## src/rtl/uart_rx_byte_writer.sv

```systemverilog
// UART receiver with 16x oversampling that pushes each good frame into an async FIFO write port.
// Reports framing, parity and overrun errors as one-cycle pulses.
module uart_rx_byte_writer #(
  parameter int DATA_WIDTH = 8,
  parameter int DIV_WIDTH  = 16,
  parameter int PARITY_EN  = 0,
  parameter int PARITY_ODD = 0
) (
  input  logic                  w_clk,
  input  logic                  w_rst_n,
  input  logic [DIV_WIDTH-1:0]  baud_div,
  input  logic                  rx,
  output logic                  fifo_w_en,
  output logic [DATA_WIDTH-1:0] fifo_w_data,
  input  logic                  fifo_w_full,
  output logic                  frame_err,
  output logic                  parity_err,
  output logic                  overrun_err,
  output logic                  busy
);

  localparam int BW = $clog2(DATA_WIDTH + 1);
  localparam logic [BW-1:0] LAST_BIT = BW'(DATA_WIDTH - 1);

  typedef enum logic [2:0] {
    ST_IDLE   = 3'd0,
    ST_START  = 3'd1,
    ST_DATA   = 3'd2,
    ST_PARITY = 3'd3,
    ST_STOP   = 3'd4,
    ST_BREAK  = 3'd5
  } state_t;

  state_t                 state_r, state_nxt;
  logic                   rx_meta_r, rx_sync_r;
  logic [DIV_WIDTH-1:0]   tick_cnt_r;
  logic [3:0]             sample_cnt_r;
  logic [BW-1:0]          bit_cnt_r;
  logic [DATA_WIDTH-1:0]  shift_r;
  logic                   par_bad_r;
  logic                   tick_s, clear_s, shift_en_s, par_sample_s, stop_sample_s;

  function automatic logic expected_parity(input logic [DATA_WIDTH-1:0] d);
    if (PARITY_ODD != 0) begin
      return ~(^d);
    end else begin
      return ^d;
    end
  endfunction

  assign tick_s = (tick_cnt_r == baud_div);

  // Two-flop synchroniser for the asynchronous serial line
  always_ff @(posedge w_clk or negedge w_rst_n) begin
    if (!w_rst_n) begin
      rx_meta_r <= 1'b1;
      rx_sync_r <= 1'b1;
    end else begin
      rx_meta_r <= rx;
      rx_sync_r <= rx_meta_r;
    end
  end

  // State register
  always_ff @(posedge w_clk or negedge w_rst_n) begin
    if (!w_rst_n) begin
      state_r <= ST_IDLE;
    end else begin
      state_r <= state_nxt;
    end
  end

  // Next-state logic and per-state sampling strobes
  always_comb begin
    state_nxt     = state_r;
    shift_en_s    = 1'b0;
    par_sample_s  = 1'b0;
    stop_sample_s = 1'b0;
    case (state_r)
      ST_IDLE: begin
        state_nxt = rx_sync_r ? ST_IDLE : ST_START;
      end
      ST_START: begin
        if (tick_s && (sample_cnt_r == 4'd7)) begin
          state_nxt = rx_sync_r ? ST_IDLE : ST_DATA;
        end else begin
          state_nxt = ST_START;
        end
      end
      ST_DATA: begin
        if (tick_s && (sample_cnt_r == 4'd15)) begin
          shift_en_s = 1'b1;
          if (bit_cnt_r == LAST_BIT) begin
            state_nxt = (PARITY_EN != 0) ? ST_PARITY : ST_STOP;
          end else begin
            state_nxt = ST_DATA;
          end
        end else begin
          state_nxt = ST_DATA;
        end
      end
      ST_PARITY: begin
        if (tick_s && (sample_cnt_r == 4'd15)) begin
          par_sample_s = 1'b1;
          state_nxt    = ST_STOP;
        end else begin
          state_nxt = ST_PARITY;
        end
      end
      ST_STOP: begin
        if (tick_s && (sample_cnt_r == 4'd15)) begin
          stop_sample_s = 1'b1;
          state_nxt     = rx_sync_r ? ST_IDLE : ST_BREAK;
        end else begin
          state_nxt = ST_STOP;
        end
      end
      ST_BREAK: begin
        state_nxt = rx_sync_r ? ST_IDLE : ST_BREAK;
      end
      default: begin
        state_nxt = ST_IDLE;
      end
    endcase
  end

  // Counters restart on every state change so each state times from its own entry edge
  assign clear_s = (state_nxt != state_r) || (state_r == ST_IDLE) || (state_r == ST_BREAK);

  // Oversample tick, sample-within-bit and bit counters
  always_ff @(posedge w_clk or negedge w_rst_n) begin
    if (!w_rst_n) begin
      tick_cnt_r   <= '0;
      sample_cnt_r <= 4'd0;
      bit_cnt_r    <= '0;
    end else if (clear_s) begin
      tick_cnt_r   <= '0;
      sample_cnt_r <= 4'd0;
      bit_cnt_r    <= '0;
    end else begin
      tick_cnt_r   <= tick_s ? '0 : (tick_cnt_r + DIV_WIDTH'(1));
      sample_cnt_r <= tick_s ? (sample_cnt_r + 4'd1) : sample_cnt_r;
      bit_cnt_r    <= shift_en_s ? (bit_cnt_r + BW'(1)) : bit_cnt_r;
    end
  end

  // LSB-first deserialiser and latched parity mismatch
  always_ff @(posedge w_clk or negedge w_rst_n) begin
    if (!w_rst_n) begin
      shift_r   <= '0;
      par_bad_r <= 1'b0;
    end else begin
      if (shift_en_s) begin
        shift_r <= {rx_sync_r, shift_r[DATA_WIDTH-1:1]};
      end else begin
        shift_r <= shift_r;
      end
      if (state_r == ST_IDLE) begin
        par_bad_r <= 1'b0;
      end else if (par_sample_s) begin
        par_bad_r <= (rx_sync_r != expected_parity(shift_r));
      end else begin
        par_bad_r <= par_bad_r;
      end
    end
  end

  // Registered FIFO write strobe, data and status pulses
  always_ff @(posedge w_clk or negedge w_rst_n) begin
    if (!w_rst_n) begin
      fifo_w_en   <= 1'b0;
      fifo_w_data <= '0;
      frame_err   <= 1'b0;
      parity_err  <= 1'b0;
      overrun_err <= 1'b0;
      busy        <= 1'b0;
    end else begin
      fifo_w_en   <= stop_sample_s && rx_sync_r && !par_bad_r && !fifo_w_full;
      overrun_err <= stop_sample_s && rx_sync_r && !par_bad_r && fifo_w_full;
      parity_err  <= stop_sample_s && par_bad_r;
      frame_err   <= stop_sample_s && !rx_sync_r;
      busy        <= (state_nxt != ST_IDLE);
      if (stop_sample_s && rx_sync_r && !par_bad_r && !fifo_w_full) begin
        fifo_w_data <= shift_r;
      end else begin
        fifo_w_data <= fifo_w_data;
      end
    end
  end

endmodule

```

## config.mk

```make
export PLATFORM = sky130hd
export DESIGN_NAME = uart_rx_byte_writer
export DESIGN_NICKNAME = d
export VERILOG_FILES = /design/src/rtl/uart_rx_byte_writer.sv
export SDC_FILE = /design/constraint.sdc
export NUM_CORES = 1
export LEC_CHECK = 0
export ABC_AREA = 1
export CORE_MARGIN = 2
export CORE_UTILIZATION = 51
export DETAILED_ROUTE_END_ITERATION = 10
export GPL_TIMING_DRIVEN = 0
export PLACE_DENSITY = 0.79
export SLEW_MARGIN = 20
export SYNTH_ARGS = -nofsm -noshare
export SYNTH_HDL_FRONTEND = slang
export SYNTH_SLANG_ARGS = --single-unit
```

## constraint.sdc

```tcl
create_clock -name w_clk -period 1.9 [get_ports w_clk]
set_clock_uncertainty 0.1 [all_clocks]
set_input_delay 0.57 -clock w_clk [delete_from_list [all_inputs] [get_ports w_clk]]
set_output_delay 0.57 -clock w_clk [all_outputs]
set_load 0.01 [all_outputs]
```

==> flow_summary.json, run 1 <==
{
  "rows": 28,
  "fin_crit_ps": 2290,
  "die_h_um": 82.4,
  "synth.most_common_cell": "nand2_1",
  "dr.pass1.iters": 4,
  "area_growth_pct": 37.5,
  "worstPathMaxFanout": 10,
  "setup_violations": 41,
  "worst_pin_slew_ps": 536,
  "numCtsBuffers": 5,
  "synth_fa_ha_area_share_pct": 1.20,
  "cts_tree": "done",
  "dr_total_vias": 2731,
  "synth_top_family_by_area": "simple AND/OR/NAND/NOR gates",
  "drive_gt1_share_pct": 35.1,
  "rsz0062_at_grt": "yes",
  "drt_iter0_drc": 109,
  "core_mm2": 0.00592,
  "crit_top_cell": "nand2_2",
  "clk_latency_ps": 300,
  "synthMuxAreaShare_pct": 0.319,
  "fp.dieW_um": 82.4,
  "grt_pass1_vias": 2683,
  "grt_overflow": 0,
  "syn_avg_cell_area_um2": 8.05,
  "yosysWarnings": 0,
  "synth_common_cells": "97 x nand2_1, 59 x inv_1, 49 x dfrtp_1",
  "path_cells": "inv_2, nand2_2, nand2_2, nor2_2, nand2_2, nor2_8, nand3_4, buf_12, nor2_4, nand2_2, nand3_2, nand3_4, buf_4, buf_8, nor3_2",
  "ys_seq_elements": 51,
  "met2RoutedLength_um": 4010,
  "fin_cells": 536,
  "netlist_instances": 390,
  "yosysTopAreaCellShare_pct": 39.1,
  "nets": 483,
  "yosys.area_share.simple_pct": 35.3,
  "start_util_pct": 53.0,
  "arrival_ps": 2410,
  "dp_slack_ps": -901,
  "synth_top_area_cell": "dfrtp_1",
  "finalMaxSlewViolations": 0,
  "crit_required_ps": 2020,
  "p_per_area_mw_per_mm2": 545,
  "drv_cap": 0,
  "crit_buf_inv": 4,
  "antenna_left": 0,
  "synth_xor_area_share_pct": 5.02,
  "vias_per_cell": 5.10,
  "grt_start_max_net_pins": 30,
  "startpoint_type": "flop",
  "cp-end-kind": "flop",
  "dp.cells": 498,
  "totalPowerFinal_mw": 2.35,
  "hold_class": "in2async",
  "async_flop_share_pct": 100,
  "gp_congestion": 0.822,
  "synthDistinctLibCells": 36,
  "path_clk_slew_ps": 90,
  "hold_viol": 0,
  "ys.flop_type": "dfrtp_1",
  "track_usage_pct": 22.7,
  "slowest_stage": "dfrtp_1",
  "dieArea_mm2": 0.00680,
  "maxSlewHeadroom_pct": 64.3,
  "critPathTopFamily": "simple AND/OR/NAND/NOR gates",
  "leakage_nw": 2.20,
  "htree_levels": 2,
  "yosysSeqAreaShare_pct": 40.7,
  "drt-total-wl_um": 7540,
  "met1_length_um": 3120,
  "drc": 0,
  "ios": 33,
  "diodes": 0,
  "syn_area_mm2": 0.00314,
  "clockRootBuffer": "clkbuf_8",
  "io_buffer_count": 32,
  "final_util_pct": 72.9,
  "fin_ws_ps": -389,
  "antenna_found_initial": 0,
  "grt_pass1_wl_um": 11800,
  "synth_area_leaders": "dfrtp_1 39%, nand2_1 12%, inv_1 7.1%",
  "wl_per_cell_um": 14.1,
  "synth_compound_area_share_pct": 6.34,
  "path_class": "reg2reg",
  "clock_sinks": 51,
  "fin_crit_sh_pct": 120,
  "synth_edf_count": 0,
  "route.met3.wl_um": 261,
  "dpl.hpwl_um": 4670,
  "syn_nets": 413,
  "highest_layer": "met4",
  "slowest_delay_ps": 430,
  "clk_path_buf_depth": 2,
  "violations": "setup timing",
  "outcome": "complete, but fails checks",
  "ir_drop_mv": 0.478,
  "cts-hold-fix-buffers": 0,
  "fmax_mhz": 437
}
==> area by class of cell <==
| class | instances | area [um2] |
|---|---|---|
| fillers | 421 | 1610 |
| flip-flops and latches | 51 | 1280 |
| plain buffers | 9 | 133 |
| clock buffers | 6 | 82.6 |
| multi-input cells | 262 | 1750 |
| well taps | 75 | 93.8 |
| clock inverters | 2 | 38.8 |
| inverters | 68 | 260 |
| repair buffers | 63 | 677 |
==> final timing paths <==
path | startpoint | end | slack (ps) | cells after the start
setup / recovery | tick_cnt_r[4]$_DFF_PN0_ | tick_cnt_r[10]$_DFF_PN0_ | -390 | 15
hold / removal | w_rst_n | sample_cnt_r[3]$_DFFE_PN0P_ | 140 | 1
setup reg to reg | tick_cnt_r[4]$_DFF_PN0_ | tick_cnt_r[10]$_DFF_PN0_ | -390 | 15
hold reg to reg | rx_meta_r$_DFF_PN1_ | rx_sync_r$_DFF_PN1_ | 260 | 0
max in group asynchronous | w_rst_n | rx_sync_r$_DFF_PN1_ | 950 | 2
min in group w_clk | rx_meta_r$_DFF_PN1_ | rx_sync_r$_DFF_PN1_ | 260 | 0
==> state kept, by name (all words and copies together) (netlist names) <==
| name | flops |
|---|---|
| frame_err | 1 |
| par_bad_r | 1 |
| fifo_w_en | 1 |
| rx_meta_r | 1 |
| busy | 1 |
| overrun_err | 1 |
| tick_cnt_r | 16 |
| parity_err | 1 |
| shift_r | 8 |
| bit_cnt_r | 4 |
| state_r | 3 |
| rx_sync_r | 1 |
| fifo_w_data | 8 |
| sample_cnt_r | 4 |
==> placed cells by master, fill, tap and decap left out, drive strengths merged, types with 2 or more instances in the layout <==
master / n
o21ai: 25
dfstp: 2
clkbuf: 8
nand4: 11
ha: 3
nand2: 106
nor2: 34
nand3: 24
a21oi: 4
dfrtp: 49
clkdlybuf4s50: 6
dlymetal6s2s: 10
inv: 68
buf: 40
xor2: 12
xnor2: 6
nor3: 32
clkdlybuf4s15: 12
==> metrics by stage <==
stage	cell area [um2]	setup TNS, ps	hold WS [ps]
2_1_floorplan	3150	-3130	174
3_3_place_gp	3560	-98380	247
3_5_place_dp	3580	-37500	249
4_1_cts	4050	-8560	145
5_1_grt	4320	-17630	173
6_report	4320	-12160	138
==> what timing repair did <==
item | CTS | global route
gates cloned | 3 | 1
gates resized for setup | 88 | 62
setup buffers | 17 | 11
pin swaps | 32 | 16
setup endpoints to repair | 49 | 53
==> report_power, final <==
part | internal (mW) | switching, mW
Clock | 0.433 | 0.359
Sequential | 1.13 | 0.0516
Combinational | 0.175 | 0.208
Total | 1.73 | 0.619
==> metal layers <==
layer | vias up | GRT usage (%)
met1 | 1287 | 26.4
met2 | 65 | 42.3
met4 | 0 | 7.17
li1 | 1366 | -
met3 | 13 | 3.80
met5 | - | 0
==> cells by family (layout without fill, tap and decap cells) <==
| group | after synthesis | in the layout |
|---|---|---|
| buffers and inverters | 77 | 148 |
| AO/OA/AOI/OAI | 31 | 31 |
| adder cells (fa/ha/maj) | 3 | 3 |
| multiplexers | 1 | 1 |
| XOR/XNOR | 18 | 18 |
| flip-flops | 51 | 51 |
| AND/OR/NAND/NOR | 209 | 209 |
Power figures use the tool's default switching activity.
==> run 2, diff against run 1 <==
==> constraint.sdc (replaced) <==
create_clock -name w_clk -period 1.9 [get_ports w_clk]
set_clock_uncertainty 0.1 [all_clocks]
set_input_delay 0.38 -clock w_clk [delete_from_list [all_inputs] [get_ports w_clk]]
set_output_delay 0.38 -clock w_clk [all_outputs]
set_load 0.01 [all_outputs]
==> run 2 against run 1 <==
Compared with the run above:
- the flow still finishes with violations (setup timing)
- core utilization shrank 0.44 points
- power shrank 4.4%
- sequential power is essentially flat
- critical path type unchanged
==> flow_summary.json, run 2 (synthesis gave the netlist of run 1 again) <==
{
  "ios": 33,
  "gp_congestion": 0.852,
  "final_cell_mix": "87 x nand2_1, 56 x inv_1, 45 x dfrtp_1",
  "path_class": "reg2reg",
  "track_usage_pct": 23.3,
  "drv_cap": 0,
  "regToRegStartpoint": "tick_cnt_r[5]$_DFF_PN0_",
  "drt_iter0_drc": 154,
  "rows": 28,
  "antenna_left": 0,
  "start_util_pct": 53.0,
  "drc": 0,
  "dr.pass1.iters": 4,
  "crit_end": "tick_cnt_r[9]$_DFF_PN0_",
  "dpl.hpwl_um": 4660,
  "tns_ps": -10530,
  "fmax_mhz": 438,
  "final_area_mm2": 0.00429,
  "diodes": 0,
  "clock_sinks": 51,
  "setup_violations": 41,
  "r2r.worst_path.cells": 14,
  "outcome": "complete, but fails checks",
  "startpoint_type": "flop",
  "clockRootBuffer": "clkbuf_8",
  "dp_slack_ps": -785,
  "worst_pin_slew_ps": 471,
  "dieArea_mm2": 0.00680,
  "cts_tree": "done",
  "worstPathMaxFanout": 6,
  "cp-end-kind": "flop",
  "crit_required_ps": 2020,
  "clk_latency_ps": 310,
  "numCtsBuffers": 5,
  "nFillCells": 433,
  "hold_class": "reg2reg",
  "fin_ws_ps": -385,
  "largest_reg_flops": 16,
  "startpoint": "tick_cnt_r[5]$_DFF_PN0_",
  "finalHoldWorstSlack_ps": 253,
  "grt_pass1_vias": 2764,
  "grt_start_max_net_pins": 33,
  "postPlaceCellArea_mm2": 0.00357,
  "io_buffer_count": 32,
  "drive_gt1_share_pct": 31.5,
  "rsz0062_at_grt": "yes",
  "layout_commonest_cell": "nand2_1",
  "htree_levels": 2,
  "regToRegSetupSlack_ps": -390,
  "fin_crit_sh_pct": 120,
  "nets": 492,
  "core_mm2": 0.00592,
  "r2r_end": "tick_cnt_r[9]$_DFF_PN0_",
  "area_growth_pct": 36.7,
  "leakage_nw": 2.07,
  "arrival_ps": 2410,
  "top_register": "tick_cnt_r",
  "violations": "setup timing",
  "ir_drop_mv": 0.557,
  "grt_overflow": 0,
  "clk_path_buf_depth": 2,
  "die_h_um": 82.4,
  "fin_crit_ps": 2290,
  "p_per_area_mw_per_mm2": 524,
  "reg_top3": "tick_cnt_r x16, fifo_w_data x8, shift_r x8",
  "final_util_pct": 72.4,
  "wl_per_cell_um": 14.2,
  "antenna_found_initial": 0,
  "hold_viol": 0,
  "maxSlewHeadroom_pct": 68.4,
  "drt-total-wl_um": 7710,
  "finalMaxSlewViolations": 0,
  "grt_pass1_wl_um": 12100,
  "dr_total_vias": 2826,
  "vias_per_cell": 5.19,
  "path_clk_slew_ps": 100,
  "fp.dieW_um": 82.4
}
==> run 2: layer usage <==
metal  share of wire [%]  GRT usage (%)
met5                   0              0
met4                 2.4           11.0
met3                 4.4           4.89
met1                  39           27.3
met2                  54           40.6
==> run 2: worst max-delay path, cell delays in order, from the launching register on <==
cell	delay, ps
dfrtp_1	400
inv_1	90
nand2_1	60
nand2_1	70
nor2_2	120
nand2_2	90
nor2_8	170
nand3_4	170
nor2_4	170
nand2_2	80
nand3_2	90
nand3_4	140
buf_12	180
buf_16	130
nor3_2	130
==> run 2: how the worst min path moves through the flow <==
| stage | from | endpoint | depth (start not counted) | slack [ps] |
|---|---|---|---|---|
| after floorplan | w_rst_n | bit_cnt_r[0]$_DFFE_PN0P_ | 0 | -20 |
| after global placement | rx_meta_r$_DFF_PN1_ | rx_sync_r$_DFF_PN1_ | 0 | 250 |
| after detailed placement | w_rst_n | fifo_w_data[0]$_DFFE_PN0P_ | 1 | 250 |
| after CTS | rx_meta_r$_DFF_PN1_ | rx_sync_r$_DFF_PN1_ | 0 | 260 |
| after global routing | rx_meta_r$_DFF_PN1_ | rx_sync_r$_DFF_PN1_ | 0 | 270 |
| final | rx_meta_r$_DFF_PN1_ | rx_sync_r$_DFF_PN1_ | 0 | 250 |
==> run 2: area by class of cell <==
class	instances	area [um2]	area share (%)
Inverter	68	260	6.07
Timing Repair Buffer	72	727	16.9
Buffer	9	124	2.89
Sequential cell	51	1280	29.9
Multi-Input combinational cell	262	1700	39.6
Tap cell	75	93.8	2.19
Clock buffer	7	96.3	2.25
Clock inverter	1	7.51	0.175
==> run 2: where the power goes <==
part | switching [mW] | total (mW) | internal (mW)
sequential | 0.0458 | 1.17 | 1.13
combinational | 0.213 | 0.382 | 0.169
clock | 0.360 | 0.692 | 0.332
==> run 2: per-stage QoR <==
| step | power, mW | cells |
|---|---|---|
| global route | 2.36 | 545 |
| global placement | 1.50 | 497 |
| finish | 2.25 | 545 |
| CTS | 2.21 | 535 |
| floorplan | 1.40 | 390 |
| detailed placement | 1.52 | 498 |
==> run 2: what timing repair did <==
item	in CTS	in global routing
hold buffers	1	0
pin swaps	13	22
gates cloned	3	1
setup buffers	25	12
resized for setup	49	41
endpoints found under the hold margin	19	0
setup endpoints to repair	43	49
==> run 3, diff against run 2 <==
CORE_ASPECT_RATIO = 1.25   (was not set)
SETUP_SLACK_MARGIN = 0.02   (was not set)
==> run 3 against run 2 <==
Compared with the run above:
- the run still ends with setup timing left
- clock power increased by 27%
- routed wire length down 2.4%
- first-iteration DRC count down 34%
- power rose by 8.0%
- die area is essentially flat
- critical path depth decreased by 4
- largest power group unchanged
==> flow_summary.json, run 3 (synthesis gave the netlist of run 1 again) <==
{
  "hold_viol": 0,
  "finalMaxSlewViolations": 0,
  "ios": 33,
  "start_util_pct": 53.6,
  "die_h_um": 91.7,
  "clk_latency_ps": 310,
  "layout_commonest_cell": "nand2_1",
  "dp_slack_ps": -725,
  "vias_per_cell": 5.12,
  "drv_cap": 0,
  "cts_tree": "done",
  "fin_crit_ps": 2280,
  "violations": "setup timing",
  "diodes": 0,
  "finalHoldWorstSlack_ps": 8.85,
  "reg_top3": "tick_cnt_r x16, fifo_w_data x8, shift_r x8",
  "fmax_mhz": 439,
  "hold_class": "in2async",
  "outcome": "complete, but fails checks",
  "grt_start_max_net_pins": 31,
  "worstPathMaxFanout": 10,
  "worst_pin_slew_ps": 697,
  "setup_violations": 34,
  "area_growth_pct": 33.5,
  "fin_ws_ps": -377,
  "regToRegStartpoint": "sample_cnt_r[1]$_DFFE_PN0P_",
  "rsz0062_at_grt": "yes",
  "slowest_delay_ps": 410,
  "ir_drop_mv": 0.573,
  "grt_overflow": 0,
  "drc": 0,
  "clock_sinks": 51,
  "fp.dieW_um": 74.2,
  "path_clk_slew_ps": 90,
  "cts-hold-fix-buffers": 0,
  "wl_per_cell_um": 13.9,
  "rows": 31,
  "dieArea_mm2": 0.00680,
  "fin_crit_sh_pct": 120,
  "antenna_found_initial": 0,
  "dr.pass1.iters": 4,
  "largest_reg_flops": 16,
  "path_class": "reg2reg",
  "startpoint_type": "flop",
  "maxSlewHeadroom_pct": 53.6,
  "track_usage_pct": 22.6,
  "io_buffer_count": 32,
  "dr_total_vias": 2776,
  "p_per_area_mw_per_mm2": 580,
  "grt_pass1_wl_um": 12000,
  "numCtsBuffers": 5,
  "crit_required_ps": 2000,
  "core_mm2": 0.00586,
  "dpl.hpwl_um": 4630,
  "drive_gt1_share_pct": 28.9,
  "htree_levels": 2,
  "nets": 482,
  "arrival_ps": 2380,
  "r2r_end": "tick_cnt_r[6]$_DFF_PN0_",
  "drt-total-wl_um": 7530,
  "r2r.worst_path.cells": 10,
  "nFillCells": 425,
  "gp_congestion": 0.875,
  "antenna_left": 0,
  "final_cell_mix": "89 x nand2_1, 57 x inv_1, 47 x dfrtp_1",
  "cp-end-kind": "flop",
  "totalPowerFinal_mw": 2.43,
  "slowest_stage": "dfrtp_1",
  "regToRegSetupSlack_ps": -380,
  "top_register": "tick_cnt_r",
  "path_cells": "ha_2, nand2_1, nor2_4, nand3_4, buf_4, a21oi_4, nand4_1, nand2_8, buf_8, nor3_2",
  "grt_pass1_vias": 2723,
  "clockRootBuffer": "clkbuf_8",
  "clk_path_buf_depth": 2,
  "leakage_nw": 2.02,
  "drt_iter0_drc": 101
}
-- run 3: per-stage QoR --
stage | setup TNS, ps | utilization [%] | cells | instance area [um2]
floorplan | 0 | - | 390 | 3150
global placement | -78250 | 60.9 | 504 | 3570
detailed placement | -28700 | 61.3 | 505 | 3590
CTS | -7440 | 68.7 | 534 | 4030
global route | -16070 | 71.5 | 542 | 4190
finish | -10720 | 71.5 | 542 | 4190
-- run 3: area by class of cell --
cell class              count  area, um2  share of cell area, %
clock buffers               6       72.6                   1.73
repair buffers             62        622                   14.8
flip-flops and latches     51       1280                   30.6
well taps                  82        103                   2.45
multi-input cells         262       1680                   40.0
inverters                  68        260                   6.21
clock inverters             2       60.1                   1.43
plain buffers               9        114                   2.72
-- run 3: power breakdown --
part / internal [mW] / switching, mW / leakage, nW
Clock: 0.526 / 0.351 / 0.0654
Combinational: 0.174 / 0.204 / 1.31
Sequential: 1.13 / 0.0485 / 0.642
-- run 3: timing repair --
item / 4_1_cts / 5_1_grt
setup endpoints to repair: 43 / 46
buffers inserted: 19 / 8
cloned: 2 / 1
endpoints found under the hold margin: 0 / 0
pin swaps: 25 / 9
resized for setup: 46 / 27
-- run 3: how the worst max path moves through the flow --
| stage | startpoint | end | cells after the start |
|---|---|---|---|
| 2_1_floorplan | state_r[0]$_DFF_PN0_ | tick_cnt_r[3]$_DFF_PN0_ | 9 |
| 3_3_place_gp | w_rst_n | tick_cnt_r[0]$_DFF_PN0_ | 1 |
| 3_5_place_dp | baud_div[12] | tick_cnt_r[2]$_DFF_PN0_ | 14 |
| 4_1_cts | tick_cnt_r[3]$_DFF_PN0_ | tick_cnt_r[2]$_DFF_PN0_ | 13 |
| 5_1_grt | tick_cnt_r[12]$_DFF_PN0_ | tick_cnt_r[6]$_DFF_PN0_ | 13 |
| 6_report | sample_cnt_r[1]$_DFFE_PN0P_ | tick_cnt_r[6]$_DFF_PN0_ | 10 |
-- run 3: per-layer routing --
metal	global-route usage [%]	vias to the layer above	wire length, um
li1	-	1362	-
met1	25.0	1322	2810
met2	40.8	64	4220
met3	3.96	28	256
met4	10.0	0	242
met5	0	-	0
-- run 3: worst max-delay path, delay by kind of cell, from the launching register on --
kind	cells	cell delay, ps
and+or+nand+nor	6	930
DFF	1	410
buffers and inverters	2	330
adders and majority gates	1	220
AOI/OAI and AO/OA	1	170
